## src/rtl/prog_sequencer.sv

```systemverilog
// prog_sequencer
//
// Program-flow controller for the 9-bit core. Owns the program counter, runs the
// Start/Done handshake with the test harness, applies decoder jump decisions gated by
// the ALU condition flag, and counts retired instructions.
//
// Build option:
//   PROG_SEQ_REL_JUMP_EN  defined   -> jump target = PC + sign-extended Jptr[5:0]
//                         undefined -> jump target = zero-extended Jptr[5:0] (absolute)
//
// Parameters:
//   PC_W      program counter width
//   START_PC  address loaded into the PC when a program is armed
//   CNT_W     retired-instruction counter width
//
// Ports:
//   Clk       in   clock, all state on the rising edge
//   Reset     in   synchronous active-high reset
//   Start     in   harness arm/launch level
//   Jen       in   decoder jump enable
//   Jptr      in   decoder jump pointer, bits [5:0] used
//   Cond      in   ALU condition flag, jump taken only when Jen && Cond
//   DoneIn    in   decoder halt indication
//   Prog_ctr  out  instruction ROM address
//   FetchEn   out  instruction at Prog_ctr executes this cycle (state is RUN)
//   Done      out  program finished, held until the next arm
//   InstrCnt  out  retired-instruction count, saturating
module prog_sequencer #(
    parameter int unsigned PC_W     = 10,
    parameter int unsigned START_PC = 0,
    parameter int unsigned CNT_W    = 16
) (
    input  logic             Clk,
    input  logic             Reset,
    input  logic             Start,
    input  logic             Jen,
    input  logic [7:0]       Jptr,
    input  logic             Cond,
    input  logic             DoneIn,
    output logic [PC_W-1:0]  Prog_ctr,
    output logic             FetchEn,
    output logic             Done,
    output logic [CNT_W-1:0] InstrCnt
);

    localparam logic [1:0] StIdle  = 2'd0;
    localparam logic [1:0] StArmed = 2'd1;
    localparam logic [1:0] StRun   = 2'd2;
    localparam logic [1:0] StHalt  = 2'd3;

    // Jump arithmetic is done at least 6 bits wide so a narrow PC still sees the
    // full pointer before truncation.
    localparam int unsigned EXT_W = (PC_W > 6) ? PC_W : 6;

    logic [1:0]       state_q, state_d;
    logic [PC_W-1:0]  pc_q, pc_d;
    logic [CNT_W-1:0] cnt_q, cnt_d;
    logic             done_q, done_d;
    logic             fetch_en_q, fetch_en_d;

    logic [EXT_W-1:0] jptr_ext;
    logic [EXT_W-1:0] jump_sum;
    logic [PC_W-1:0]  jump_target;
    logic [CNT_W-1:0] cnt_inc;
    logic             unused_jptr_hi;

    assign unused_jptr_hi = ^Jptr[7:6];

`ifdef PROG_SEQ_REL_JUMP_EN
    // Relative: signed offset from the current instruction, wrapping modulo 2^PC_W.
    always_comb begin
        jptr_ext    = EXT_W'($signed(Jptr[5:0]));
        jump_sum    = jptr_ext + EXT_W'(pc_q);
        jump_target = jump_sum[PC_W-1:0];
    end
`else
    // Absolute: zero-extended pointer, addresses 0..63.
    always_comb begin
        jptr_ext    = EXT_W'(Jptr[5:0]);
        jump_sum    = jptr_ext;
        jump_target = jump_sum[PC_W-1:0];
    end
`endif

    // Saturating increment: the counter sticks at all-ones.
    assign cnt_inc = (cnt_q == {CNT_W{1'b1}}) ? cnt_q : cnt_q + CNT_W'(1);

    always_comb begin
        state_d = state_q;
        pc_d    = pc_q;
        cnt_d   = cnt_q;
        done_d  = done_q;

        case (state_q)
            StIdle: begin
                if (Start) begin
                    state_d = StArmed;
                    pc_d    = PC_W'(START_PC);
                    cnt_d   = '0;
                end
            end
            StArmed: begin
                if (Start) begin
                    pc_d = PC_W'(START_PC);
                end else begin
                    state_d = StRun;
                end
            end
            StRun: begin
                if (Start) begin
                    // Abort: nothing retires this cycle.
                    state_d = StArmed;
                    pc_d    = PC_W'(START_PC);
                    cnt_d   = '0;
                end else begin
                    cnt_d = cnt_inc;
                    if (DoneIn) begin
                        // Halt beats a simultaneous jump; the PC holds.
                        state_d = StHalt;
                        done_d  = 1'b1;
                    end else if (Jen && Cond) begin
                        pc_d = jump_target;
                    end else begin
                        pc_d = pc_q + PC_W'(1);
                    end
                end
            end
            StHalt: begin
                if (Start) begin
                    state_d = StArmed;
                    pc_d    = PC_W'(START_PC);
                    cnt_d   = '0;
                    done_d  = 1'b0;
                end
            end
            default: begin
                state_d = StIdle;
                pc_d    = '0;
                cnt_d   = '0;
                done_d  = 1'b0;
            end
        endcase

        // Registered from the next state so FetchEn lines up with the RUN cycle.
        fetch_en_d = (state_d == StRun);
    end

    always_ff @(posedge Clk) begin
        if (Reset) begin
            state_q    <= StIdle;
            pc_q       <= '0;
            cnt_q      <= '0;
            done_q     <= 1'b0;
            fetch_en_q <= 1'b0;
        end else begin
            state_q    <= state_d;
            pc_q       <= pc_d;
            cnt_q      <= cnt_d;
            done_q     <= done_d;
            fetch_en_q <= fetch_en_d;
        end
    end

    assign Prog_ctr = pc_q;
    assign FetchEn  = fetch_en_q;
    assign Done     = done_q;
    assign InstrCnt = cnt_q;

endmodule

```

## config.mk

```make
export PLATFORM = sky130hd
export DESIGN_NAME = prog_sequencer
export DESIGN_NICKNAME = d
export VERILOG_FILES = /design/src/rtl/prog_sequencer.sv
export SDC_FILE = /design/constraint.sdc
export NUM_CORES = 1
export LEC_CHECK = 0
export CELL_PAD_IN_SITES_DETAIL_PLACEMENT = 1
export CELL_PAD_IN_SITES_GLOBAL_PLACEMENT = 2
export CORE_MARGIN = 2
export CORE_UTILIZATION = 25
export DETAILED_ROUTE_END_ITERATION = 10
export GPL_ROUTABILITY_DRIVEN = 0
export PLACE_DENSITY_LB_ADDON = 0.1
export SLEW_MARGIN = 40
export SYNTH_ARGS = -nofsm -noshare
export SYNTH_HDL_FRONTEND = slang
export SYNTH_SLANG_ARGS = --single-unit
```

## constraint.sdc

```tcl
create_clock -name Clk -period 1.99 [get_ports Clk]
set_input_delay 0.4975 -clock Clk [delete_from_list [all_inputs] [get_ports Clk]]
set_output_delay 0.4975 -clock Clk [all_outputs]
set_load 0.005 [all_outputs]
```

==> out/qor_table.md, run 1 <==
| Group | Parameter | Reported |
|:---|:---|:---|
| cells and area | Number of antenna repair diodes | 0 |
| clock tree | Setup fix buffers added after clock tree synthesis | 0 |
| grt | Remaining Overflow, GRT | 0 |
| synthesis | Cell count after synthesis | 224 |
| power and ir drop | Static Leak | 1.01 nW |
| routing | Number of DRC violations after detailed routing | 0 |
| clock tree | Clock-pin slew on the worst setup and hold paths | 0.07 ns |
| floorplanning | Placeable core region | 6760 um2 |
| synthesis | Synthesis-stage register bit count | 30 |
| worst setup path | CP required | 2.17 ns |
| cells and area | Post-layout net count | 319 |
| min path | Hold Path Class | reg -> reg |
| grt | Initial antenna violation count | 0 |
| place | Hpwl dp | 4.32 mm |
| power and ir drop | Power density over cell area | 560 nW/um2 |
| timing | Slew at the pin closest to its max-slew limit | 0.364 ns |
| worst setup path | CP arrival | 2.07 ns |
| timing | Max Transition Viols Final | 0 |
| worst setup path | Setup crit start kind | flip-flop |
| synthesis | Mapped Avg Cell Area | 7.75 um2 |
| timing | Final setup TNS | 0 ns |
| timing | Setup repair after global routing missed its margin | no |
| grt | Pin count of the biggest net entering global routing | 22 |
| place | Placement Setup Slack | -0.169 ns |
| run status | Status | finished clean |
| worst setup path | Kind of critical path | reg -> reg |
| clock tree | Buffer cell driving the clock tree root | sky130_fd_sc_hd__clkbuf_8 |
| synthesis | Part of the Yosys area used for sequential elements | 0.346 |
| place | Port Buffer Count | 39 |
| cells and area | Commonest cells after routing, fill and taps aside | sky130_fd_sc_hd__buf_4 (38), sky130_fd_sc_hd__clkdlybuf4s50_1 (38), sky130_fd_sc_hd__dfxtp_1 (30) |
| floorplanning | DIE WIDTH | 87.3 um |
| worst setup path | CP Capture Type | flip-flop |
| timing | Setup violation total in the final timing report | 0 |
| floorplanning | DIE AREA | 7620 um2 |
| timing | F_max | 529 MHz |
| grt | GRT Max-Usage Layer | met2 |
| power and ir drop | Clock network fraction of design power | 0.360 |
| clock tree | Maximum level of the CTS H-tree | 2 |
| timing | Final Hold Violating Endpoints | 0 |
| power and ir drop | Worst vdd rail ir drop | 0.167 mV |
| power and ir drop | Net switching power figure | 0.420 mW |
| synthesis | Primary flip-flop cell chosen by synthesis mapping | sky130_fd_sc_hd__dfxtp_1 |
| timing | Share of the clock period used by the worst path after layout | 0.950 |
| synthesis | Number of flops mapped to enable cells by yosys | 0 |
| cells and area | Finished Layout Cells | 381 |
| clock tree | Total clock buffers created by CTS | 5 |
| grt | Via count of the first global-routing pass | 1954 |
| routing | Antenna Violating Nets Remaining | 0 |
| clock tree | Clock latency reported for the late side of the worst-skew pair | 0.29 ns |
| worst setup path | Worst Setup SP | state_q[1]$_SDFF_PP0_ |
| clock tree | Clock tree from TritonCTS | done |
| grt | Global-route wire length before repair | 9.58 mm |
| routing | Vias | 1973 |
| routing | First DRT Iteration DRCs | 77 |
| timing | Worst rel slew slack | 0.756 |
| floorplanning | Initial Utilization | 0.257 |
| routing | Total Routed Length | 5.91 mm |
| timing | Clock skew after layout | 0.00746 ns |
| cells and area | Fraction of layout cells with a size suffix above 1 | 0.196 |
| synthesis | Post-synthesis cell area | 1740 um2 |
| grt | Met3 global-route usage | 0.0265 |
| power and ir drop | Combinational group share of total power | 0.221 |
| synthesis | Net count after synthesis | 243 |
| routing | Total iterations of the first detailed-routing run | 4 |
| power and ir drop | Share of total power in sequential cells | 0.419 |
| clock tree | # clock sinks | 30 |
| routing | Final routed wire length divided by cell count | 15.5 um |
| place | Placed cell count | 372 |
| clock tree | Clk buf depth | 2 |
| power and ir drop | Switching part of the total | 0.286 |
| min path | Hold path startpoint | Done$_SDFFE_PP0P_ |
| clock tree | Count of hold-fix buffers inserted at cts | 0 |
| floorplanning | Rows | 30 |
| grt | Met1 usage in global routing | 0.210 |
| cells and area | Area growth from synthesis to final layout | 51.0% |
| worst setup path | R2R Path Start | state_q[1]$_SDFF_PP0_ |
| floorplanning | Height of the chip | 87.3 um |
| grt | GRT Resource Usage Total | 0.159 |
| worst setup path | Critical-path maximum fanout | 4 |
| routing | Via density per instance | 5.18 |
| synthesis | Async S/R FF share, synth | 0 |
| floorplanning | # IOs | 42 |
| power and ir drop | Internal power | 1.05 mW |
| synthesis | Unique cell type count in the Yosys netlist | 45 |
| timing | Post-layout min period | 1.89 ns |
| timing | Worst setup slack after layout | 0.100 ns |
| grt | Global-route met2 utilization | 0.267 |
| synthesis | Yosys warning count | 0 |
| timing | Worst Hold Slack | 0.517 ns |
| run | Maximum capacitance violations | 0 |
| clock tree | PostCTS Resize Cnt | 0 |
[per-layer routing]
layer / up-vias / share of wire
met5: - / 0
met4: 0 / 0.011
met3: 5 / 0.025
met2: 31 / 0.49
met1: 948 / 0.48
li1: 989 / -
[cells in the mapped netlist, types with 4 or more instances]
library cell               count  area [um2]
sky130_fd_sc_hd__a21oi_1      23         115
sky130_fd_sc_hd__a22oi_1       5        37.5
sky130_fd_sc_hd__a31oi_1       5        31.3
sky130_fd_sc_hd__a41oi_1       4        35.0
sky130_fd_sc_hd__and3_1        6        37.5
sky130_fd_sc_hd__clkbuf_1      7        26.3
sky130_fd_sc_hd__dfxtp_1      30         601
sky130_fd_sc_hd__ha_1          5        62.6
sky130_fd_sc_hd__inv_1         9        33.8
sky130_fd_sc_hd__nand2_1      25        93.8
sky130_fd_sc_hd__nand3_1       8        40.0
sky130_fd_sc_hd__nand4_1       5        31.3
sky130_fd_sc_hd__nor2_1       18        67.6
sky130_fd_sc_hd__nor3_1        4        20.0
sky130_fd_sc_hd__o21ai_0      20         100
sky130_fd_sc_hd__or3_1         4        25.0
[state kept, by name, summed over array words and instances, names as in the netlist]
register  count
FetchEn       1
InstrCnt     16
Prog_ctr     10
state_q       2
Done          1
[metrics by stage]
stage | cell area, um2 | utilization | power (mW)
finish | 2620 | 0.388 | 1.47
global route | 2620 | 0.388 | 1.55
CTS | 2580 | 0.381 | 1.46
detailed placement | 2490 | 0.368 | 0.929
global placement | 2490 | 0.368 | 0.925
floorplan | 1740 | - | 0.770
[power groups by stage]
stage	logic, mW	registers (mW)	clock network, mW
5_1_grt	0.355	0.616	0.578
4_1_cts	0.303	0.613	0.546
3_5_place_dp	0.302	0.627	0
6_report	0.324	0.615	0.528
3_3_place_gp	0.298	0.627	0
2_1_floorplan	0.140	0.630	0
[cell type report]
class | count | area (um2)
tap | 80 | 100
sequential | 30 | 601
inverter | 9 | 33.8
clock buffer | 7 | 86.3
fill | 817 | 4140
timing repair buffer | 80 | 721
clock inverter | 1 | 5.00
multi-input combinational | 174 | 1070
[cell families (layout without fill, tap and decap cells)]
logic type,Yosys count,in the layout,share of synthesized area
simple gates,91,91,0.276
compound gates,78,78,0.292
flops,30,30,0.346
buf+inv,20,97,0.0497
fa+ha+maj,5,5,0.0360
[critical path, stage by stage (launching register included)]
cell and delay [ns]:
sky130_fd_sc_hd__dfxtp_1 0.38, sky130_fd_sc_hd__ha_4 0.17, sky130_fd_sc_hd__nand3_2 0.09, sky130_fd_sc_hd__or3_4 0.42, sky130_fd_sc_hd__o31ai_4 0.32, sky130_fd_sc_hd__buf_6 0.15, sky130_fd_sc_hd__nor3_1 0.05, sky130_fd_sc_hd__o221a_2 0.23
[worst paths after layout]
check,cells after the start,endpoint,slack [ns]
setup / recovery,7,InstrCnt[5]$_SDFFE_PP0P_,0.10
hold / removal,2,Done$_SDFFE_PP0P_,0.52
setup reg to reg,7,InstrCnt[5]$_SDFFE_PP0P_,0.10
hold reg to reg,2,Done$_SDFFE_PP0P_,0.52
(Power assumes the default switching activity.)
==> inputs of run 2 (changes only) <==
--- a/config.mk
+++ b/config.mk
@@ -7,6 +7,7 @@
 export LEC_CHECK = 0
 export CELL_PAD_IN_SITES_DETAIL_PLACEMENT = 1
 export CELL_PAD_IN_SITES_GLOBAL_PLACEMENT = 2
+export CORE_ASPECT_RATIO = 0.5
 export CORE_MARGIN = 2
 export CORE_UTILIZATION = 25
 export DETAILED_ROUTE_END_ITERATION = 10
==> run 2 against run 1 <==
Compared with the run above:
- sequential share of layout area decreased by 0.49 points
- via count is 0.61% higher
- combinational power down 6.2%
- largest cell class unchanged
- largest power group is now the clock network
==> out/qor_table.md, run 2 (synthesis results as in run 1) <==
| Group | Parameter | Reported | Delta |
|:---|:---|:---|:---|
| cells and area | Number of antenna repair diodes | 0 | unchanged |
| floorplanning | DIE WIDTH | 122 um | was 87.3 um |
| timing | Post-layout min period | 1.90 ns | was 1.89 ns |
| cells and area | Commonest cells after routing, fill and taps aside | sky130_fd_sc_hd__clkdlybuf4s50_1 (38), sky130_fd_sc_hd__buf_4 (38), sky130_fd_sc_hd__dfxtp_1 (30) | was sky130_fd_sc_hd__buf_4 (38), sky130_fd_sc_hd__clkdlybuf4s50_1 (38), sky130_fd_sc_hd__dfxtp_1 (30) |
| clock tree | # clock sinks | 30 | unchanged |
| place | Port Buffer Count | 39 | unchanged |
| power and ir drop | Share of total power in sequential cells | 0.348 | was 0.419 |
| routing | First DRT Iteration DRCs | 65 | was 77 |
| floorplanning | Rows | 21 | was 30 |
| cells and area | Final core occ | 0.400 | was 0.388 |
| cells and area | Max FFs per register | 16 | unchanged |
| timing | Final setup TNS | 0 ns | unchanged |
| clock tree | Clk buf depth | 2 | unchanged |
| timing | Share of the clock period used by the worst path after layout | 0.956 | was 0.950 |
| power and ir drop | Power density over cell area | 660 nW/um2 | was 560 nW/um2 |
| power and ir drop | Combinational group share of total power | 0.172 | was 0.221 |
| cells and area | Area growth from synthesis to final layout | 54.3% | was 51.0% |
| timing | Final Hold Violating Endpoints | 0 | unchanged |
| cells and area | Area used by multi-input combinational logic | 1060 um2 | was 1070 um2 |
| worst setup path | CP Capture Type | flip-flop | unchanged |
| run | Maximum capacitance violations | 0 | unchanged |
| grt | GRT Resource Usage Total | 0.164 | was 0.159 |
| worst setup path | Critical-path maximum fanout | 9 | was 4 |
| routing | Total Routed Length | 5.82 mm | was 5.91 mm |
| timing | F_max | 526 MHz | was 529 MHz |
| clock tree | Total clock buffers created by CTS | 5 | unchanged |
| clock tree | Clock-pin slew on the worst setup and hold paths | 0.05 ns | was 0.07 ns |
| worst setup path | Kind of critical path | reg -> reg | unchanged |
| routing | Final routed wire length divided by cell count | 14.9 um | was 15.5 um |
| place | Hpwl dp | 4.36 mm | was 4.32 mm |
| timing | Max Transition Viols Final | 0 | unchanged |
| worst setup path | Setup crit start kind | flip-flop | unchanged |
| run status | Status | finished clean | unchanged |
| power and ir drop | Static Leak | 1.03 nW | was 1.01 nW |
| clock tree | Clock latency reported for the late side of the worst-skew pair | 0.28 ns | was 0.29 ns |
| worst setup path | CP arrival | 2.07 ns | about the same |
| cells and area | Fill cell count | 819 | was 817 |
| power and ir drop | Net switching power figure | 0.444 mW | was 0.420 mW |
| worst setup path | CP required | 2.16 ns | was 2.17 ns |
| power and ir drop | Internal power | 1.32 mW | was 1.05 mW |
| routing | Via density per instance | 5.08 | was 5.18 |
| clock tree | Clock tree from TritonCTS | done | unchanged |
| cells and area | Fraction of layout cells with a size suffix above 1 | 0.191 | was 0.196 |
| routing | Number of DRC violations after detailed routing | 0 | unchanged |
| clock tree | Maximum level of the CTS H-tree | 2 | unchanged |
| floorplanning | Initial Utilization | 0.259 | was 0.257 |
| timing | Setup repair after global routing missed its margin | no | unchanged |
| cells and area | Post-layout net count | 317 | was 319 |
| routing | Vias | 1985 | was 1973 |
| clock tree | Buffer cell driving the clock tree root | sky130_fd_sc_hd__clkbuf_16 | was sky130_fd_sc_hd__clkbuf_8 |
| power and ir drop | Overall power of the completed layout | 1.77 mW | was 1.47 mW |
| grt | Global-route wire length before repair | 9.85 mm | was 9.58 mm |
| grt | Via count of the first global-routing pass | 2036 | was 1954 |
| routing | Antenna Violating Nets Remaining | 0 | unchanged |
| timing | Worst Hold Slack | 0.502 ns | was 0.517 ns |
| cells and area | Area occupied by registers | 601 um2 | unchanged |
| floorplanning | Height of the chip | 62.9 um | was 87.3 um |
| timing | Setup violation total in the final timing report | 0 | unchanged |
| min path | Hold Path Class | reg -> reg | unchanged |
| power and ir drop | Switching part of the total | 0.251 | was 0.286 |
| grt | Pin count of the biggest net entering global routing | 13 | was 22 |
| floorplanning | DIE AREA | 7660 um2 | was 7620 um2 |
| cells and area | Finished Layout Cells | 391 | was 381 |
| timing | Slew at the pin closest to its max-slew limit | 0.464 ns | was 0.364 ns |
| power and ir drop | Clock network fraction of design power | 0.480 | was 0.360 |
| grt | Initial antenna violation count | 0 | unchanged |
| floorplanning | Placeable core region | 6700 um2 | was 6760 um2 |
| floorplanning | # IOs | 42 | unchanged |
| place | Placed cell count | 383 | was 372 |
| power and ir drop | Worst vdd rail ir drop | 0.300 mV | was 0.167 mV |
| routing | Total iterations of the first detailed-routing run | 4 | unchanged |
| grt | Remaining Overflow, GRT | 0 | unchanged |
| timing | Worst rel slew slack | 0.688 | was 0.756 |
| timing | Clock skew after layout | 0.00352 ns | was 0.00746 ns |
==> run 2: cell count changes in the layout (fill, tap and decap cells not counted), sizes merged <==
| cell | previous run | this run |
|---|---|---|
| clkbuf | 7 | 8 |
| clkinv | 1 | 0 |
| buf | 41 | 39 |
==> run 2: power groups by stage <==
stage,clock [mW],combinational (mW),sequential (mW)
final,0.849,0.304,0.615
after global routing,0.907,0.334,0.615
after CTS,0.879,0.302,0.614
after detailed placement,0,0.301,0.627
after global placement,0,0.296,0.627
after floorplan,0,0.140,0.630
==> run 2: layout make-up <==
class / count / share of cell area
clock buffers: 8 / 0.0621
inverters: 9 / 0.0126
multi-input cells: 174 / 0.397
flip-flops and latches: 30 / 0.224
well taps: 92 / 0.0430
repair buffers: 78 / 0.261
==> run 2: repair_timing <==
action,CTS,global route
setup buffers,0,0
gates resized for setup,0,4
hold buffers,0,0
setup endpoints to repair,0,7
==> run 2: through the flow <==
stage	cell area [um2]	worst slack [ns]
2_1_floorplan	1740	0.0993
3_3_place_gp	2490	-0.130
3_5_place_dp	2490	-0.142
4_1_cts	2660	0.0706
5_1_grt	2680	0.00208
6_report	2680	0.0877
==> run 2: worst paths after layout <==
path	startpoint	to	slack [ns]	cells after the start
max	state_q[0]$_SDFF_PP0_	InstrCnt[5]$_SDFFE_PP0P_	0.09	8
min	Done$_SDFFE_PP0P_	Done$_SDFFE_PP0P_	0.50	2
max reg2reg	state_q[0]$_SDFF_PP0_	InstrCnt[5]$_SDFFE_PP0P_	0.09	8
min reg2reg	Done$_SDFFE_PP0P_	Done$_SDFFE_PP0P_	0.50	2
==> run 2: worst max-delay path, cell delays in order (launching register included) <==
cell	delay [ns]
sky130_fd_sc_hd__dfxtp_1	0.31
sky130_fd_sc_hd__inv_1	0.07
sky130_fd_sc_hd__ha_1	0.17
sky130_fd_sc_hd__nand3_1	0.13
sky130_fd_sc_hd__or3_4	0.40
sky130_fd_sc_hd__o31ai_4	0.28
sky130_fd_sc_hd__buf_12	0.16
sky130_fd_sc_hd__nor3_1	0.05
sky130_fd_sc_hd__o221a_2	0.23
==> run 2: layer usage <==
metal | GRT usage | vias to the layer above | part of all wire
met2 | 0.255 | 33 | 0.43
met3 | 0.0456 | 6 | 0.039
met5 | 0 | - | 0
li1 | - | 984 | -
met4 | 0.0560 | 0 | 0.013
met1 | 0.217 | 962 | 0.52
